### src/rtl/uart_receiver.sv
// uart_receiver: 8N1 serial receiver, oversampled by a shared baud tick.
// Recovers start/8 data (LSB first)/stop frames from rxd and presents the
// byte with a ready flag and sticky framing/overrun error flags.
//
// state    | meaning
// ---------+-------------------------------------------------------------
// ST_IDLE  | line idle, waiting for rxd_s to fall
// ST_START | counting to mid start bit to confirm it is not a glitch
// ST_DATA  | sampling 8 data bits at their midpoints
// ST_STOP  | sampling mid stop bit; load byte or flag framing error
// ST_BREAK | bad stop bit seen; wait for the line to return high

module uart_receiver #(
    parameter int OVERSAMPLE = 16,
    parameter int CNT_W      = 6
) (
    input  logic       clk,
    input  logic       reset,
    input  logic       baud_enable,
    input  logic       rxd,
    input  logic       rd_ack,
    output logic [7:0] data,
    output logic       rda,
    output logic       framing_err,
    output logic       overrun_err
);

    typedef enum logic [2:0] {
        ST_IDLE,
        ST_START,
        ST_DATA,
        ST_STOP,
        ST_BREAK
    } state_t;

    localparam logic [CNT_W-1:0] HALF_M1 = CNT_W'(OVERSAMPLE / 2 - 1);
    localparam logic [CNT_W-1:0] FULL_M1 = CNT_W'(OVERSAMPLE - 1);

    state_t           state;
    logic [CNT_W-1:0] cnt;
    logic [2:0]       bit_idx;
    logic [7:0]       shift;
    logic             rxd_m;
    logic             rxd_s;

    // Two-flop synchronizer; resets to the idle (high) line level.
    always_ff @(posedge clk or negedge reset) begin
        if (!reset) begin
            rxd_m <= 1'b1;
            rxd_s <= 1'b1;
        end else begin
            rxd_m <= rxd;
            rxd_s <= rxd_m;
        end
    end

    // Frame FSM with registered outputs; later assignments give set priority over rd_ack clears.
    always_ff @(posedge clk or negedge reset) begin
        if (!reset) begin
            state       <= ST_IDLE;
            cnt         <= '0;
            bit_idx     <= '0;
            shift       <= 8'h00;
            data        <= 8'h00;
            rda         <= 1'b0;
            framing_err <= 1'b0;
            overrun_err <= 1'b0;
        end else begin
            if (rd_ack) begin
                rda         <= 1'b0;
                framing_err <= 1'b0;
                overrun_err <= 1'b0;
            end

            case (state)
                ST_IDLE: begin
                    if (!rxd_s) begin
                        state <= ST_START;
                        cnt   <= '0;
                    end
                end

                ST_START: begin
                    if (baud_enable) begin
                        if (cnt == HALF_M1) begin
                            cnt <= '0;
                            if (!rxd_s) begin
                                state   <= ST_DATA;
                                bit_idx <= '0;
                            end else begin
                                state <= ST_IDLE;
                            end
                        end else begin
                            cnt <= cnt + CNT_W'(1);
                        end
                    end
                end

                ST_DATA: begin
                    if (baud_enable) begin
                        if (cnt == FULL_M1) begin
                            shift   <= {rxd_s, shift[7:1]};
                            cnt     <= '0;
                            bit_idx <= bit_idx + 3'd1;
                            if (bit_idx == 3'd7) begin
                                state <= ST_STOP;
                            end
                        end else begin
                            cnt <= cnt + CNT_W'(1);
                        end
                    end
                end

                ST_STOP: begin
                    if (baud_enable) begin
                        if (cnt == FULL_M1) begin
                            cnt <= '0;
                            if (rxd_s) begin
                                data  <= shift;
                                rda   <= 1'b1;
                                state <= ST_IDLE;
                                if (rda && !rd_ack) begin
                                    overrun_err <= 1'b1;
                                end
                            end else begin
                                framing_err <= 1'b1;
                                state       <= ST_BREAK;
                            end
                        end else begin
                            cnt <= cnt + CNT_W'(1);
                        end
                    end
                end

                ST_BREAK: begin
                    if (baud_enable && rxd_s) begin
                        state <= ST_IDLE;
                    end
                end

                default: begin
                    state <= ST_IDLE;
                end
            endcase
        end
    end

endmodule

### config.mk
export PLATFORM = sky130hd
export DESIGN_NAME = uart_receiver
export DESIGN_NICKNAME = d
export VERILOG_FILES = /design/src/rtl/uart_receiver.sv
export SDC_FILE = /design/constraint.sdc
export NUM_CORES = 1
export LEC_CHECK = 0
export ABC_AREA = 1
export CAP_MARGIN = 25
export CORE_ASPECT_RATIO = 0.5
export CORE_MARGIN = 5
export CORE_UTILIZATION = 40
export CTS_BUF_LIST = sky130_fd_sc_hd__clkbuf_8
export DETAILED_ROUTE_END_ITERATION = 7
export SETUP_SLACK_MARGIN = 0.15
export SLEW_MARGIN = 20
export SYNTH_ARGS = -nofsm -noshare
export SYNTH_HDL_FRONTEND = slang
export SYNTH_SLANG_ARGS = --single-unit
### constraint.sdc
create_clock -name clk -period 1.4 [get_ports clk]
set_clock_uncertainty 0.1 [all_clocks]
set_input_delay 0.35 -clock clk [delete_from_list [all_inputs] [get_ports clk]]
set_output_delay 0.35 -clock clk [all_outputs]
set_load 0.05 [all_outputs]
==> out/results.ini <==
[synth]
async_reset_ff_share_pct = 100
synth_mux_area_share_pct = 0
synth_nets = 192
synth_area_leader_cell = dfrtp_1
avgSynthCellArea_sq_um = 8.81
synthAdderAreaFrac_pct = 2.32
netlist_area_sq_mm = 0.00162
synth_top_area_share_pct = 47.9
synth-seq-cells = 33
ys_top_cells_by_area = dfrtp_1 (48%), nand2_1 (13%), o21ai_2 (8.6%), nand3_1 (4.3%), inv_1 (3.9%)
synth_compound_area_share_pct = 12.8
synth_enable_flop_cells = 0
yosysWarnings = 0
yosysMostFrequentCell = nand2_1
synth_common_cells = nand2_1 (55), dfrtp_1 (31), inv_1 (17)
synthDistinctLibCells = 24
synth_xor_area_share_pct = 0.541
ys_seq_area_share_pct = 51.1
yosys_most_used_dff = dfrtp_1
syn_inst = 184
synth_top_family_by_area = simple AND/OR/NAND/NOR gates
yosys.area_share.simple_pct = 25.9

[critical_path]
endpoint_kind = flip-flop
endpoint = cnt[3]
crit_path_max_fanout = 5
crit_required_ps = 1490
crit_type = flip-flop to flip-flop
arrival_ps = 1620
cp-start-kind = flip-flop
timing.rr.end = cnt[3]
reg2regPathDepth = 11
r2r_slack_ps = -140
r2r-start = cnt[0]
critPathLaunch = cnt[0]

[min_path]
hold_class = flip-flop to flip-flop
hold_depth = 0

[pwr]
seqPwrFrac_pct = 36.2
p_switching_uw = 1150
ir_drop_v = 0.000555
p_per_area_mw_per_mm2 = 1290
p_int_uw = 2060
p_clk_share_pct = 28.7
power_frac_comb_pct = 35.1
switching_share_pct = 35.9
p_leak_uw = 0.00116

[sta]
tightest_slew_ps = 271
finalSetupViolations = 28
setup_ws_ps = -137
post-route-period-util_pct = 110
grt_setup_unrepaired = true
relSlewSlack_pct = 81.9
finalMaxSlewViolations = 0
fmax_ghz = 0.651
period_needed_ps = 1540
final-hold-violation-count = 0
fin_setup_tns_ps = -2740

[global_routing]
grt_max_degree = 34
grt_pass1_vias = 1324
grt_usage_pct = 14.3
overflow = 0
grt_pass1_wl_um = 5870
antenna_found_initial = 0

[detailed_routing]
dr_total_vias = 1346
drcViolationCount = 0
vias_per_cell = 4.67
ant_nets = 0
first_pass_iters = 4
finalWirelength_um = 3480
avgRoutedWirePerCell_um = 12.1
drt_iter0_markers = 37

[outcome]
violations = setup timing
status = finished with violations

[cts]
cts.sinks = 33
clock_latency_ps = 290
tritoncts = done
cts_max_level = 2
cts_buffers = 5
cts-root-buf = clkbuf_8
cts_buffer_depth = 2
cts.clk_slew.worst_paths_ps = 70

[placement]
place.port_buffers = 15
place_area_sq_mm = 0.00213
place_hpwl_um = 2310
place.gp.congestion = 0.981

[final_layout]
area_delta_synth_final_pct = 53.5
antenna_cells = 0
drive_above_1_share_pct = 45.3
stdcell_area_sq_mm = 0.00249
fin_nets = 241

[die]
die_w_um = 100
start_util_pct = 41.5
fp.coreArea_sq_mm = 0.00390
die_area_sq_mm = 0.00550
fp-row-count = 16
top_level_ports = 16
die_y_um = 55.0

[job]
drv_cap = 0

[timing repair]
action / in CTS / in global routing
endpoints found under the setup margin: 42 / 42
pin swaps: 7 / 13
cloned: 1 / 0
buffers inserted: 5 / 2
resized for setup: 13 / 26
hold buffers: 0 / 0
[logic make-up (layout without fill, tap and decap cells)]
group	count (synthesis)	after routing
XOR/XNOR	1	1
buffers and inverters	27	77
adder cells (fa/ha/maj)	3	3
flip-flops	33	33
AND/OR/NAND/NOR	91	91
AO/OA/AOI/OAI	29	29
[power groups by stage]
stage               Clock, uW  Sequential (uW)  Combinational, uW
floorplan                   0             1110                563
global placement            0             1140                844
detailed placement          0             1140                866
CTS                       940             1130                898
global route              998             1170               1240
finish                    919             1160               1130
[critical path, stage by stage, from the launching register on]
cell and delay (ps):
dfrtp_1 410, ha_4 170, buf_6 100, nand2_4 50, nor2_4 120, nand2_1 70, nand2_2 120, o21ai_4 100
nand2_1 80, nand2_1 40, nand2_1 50, inv_1 40
[layer usage]
| layer | up-vias | wire length (um) | track usage [%] |
|---|---|---|---|
| met1 | 646 | 1650 | 16.8 |
| met4 | 0 | 28 | 5.82 |
| met3 | 2 | 79 | 4.63 |
| met5 | - | 0 | 0 |
| met2 | 13 | 1720 | 24.9 |
| li1 | 685 | - | - |
[placed cells by master, fill, tap and decap left out, types with 3 or more instances in the layout]
| master | n |
|---|---|
| nor2_4 | 3 |
| nand3_1 | 10 |
| nand2_2 | 8 |
| inv_2 | 5 |
| nand3_2 | 4 |
| clkdlybuf4s50_1 | 3 |
| buf_4 | 24 |
| nand3_4 | 3 |
| clkbuf_8 | 5 |
| o21ai_2 | 16 |
| inv_1 | 17 |
| nand2_1 | 47 |
| nor2_2 | 3 |
| dfrtp_1 | 29 |
| buf_12 | 14 |
| o21ai_1 | 6 |
| nor2_1 | 6 |
[worst min-delay path by stage]
stage,from,end,slack [ps]
2_1_floorplan,reset,bit_idx[0],-50
3_3_place_gp,rxd_m,rxd_s,250
3_5_place_dp,rxd_m,rxd_s,250
4_1_cts,rxd_m,rxd_s,260
5_1_grt,rxd_m,rxd_s,270
6_report,rxd_m,rxd_s,260
[sequential cells by signal, indices dropped and copies added (netlist names)]
| register | cells |
|---|---|
| data | 8 |
| rxd_m | 1 |
| framing_err | 1 |
| rda | 1 |
| rxd_s | 1 |
| bit_idx | 3 |
| cnt | 6 |
| shift | 8 |
| state | 3 |
| overrun_err | 1 |
[layout make-up]
cell class	instances	area (sq um)
Inverter	24	97.6
Timing Repair Buffer	45	549
Fill cell	306	1420
Sequential cell	33	831
Multi-Input combinational cell	124	827
Clock buffer	5	68.8
Clock inverter	3	46.3
Tap cell	54	67.6
[per-stage QoR]
step                utilization (%)  total power [uW]  std cells  hold WS [ps]  worst slack, ps
detailed placement             54.6              2010        272           247             -394
CTS                            60.3              2970        286           258             -125
global placement               54.6              1980        272           248             -368
global route                   63.7              3410        288           267             -210
finish                         63.7              3210        288           256             -137
floorplan                         -              1680        184         -45.6             -119
No activity file was read; power rests on OpenSTA's default activity.
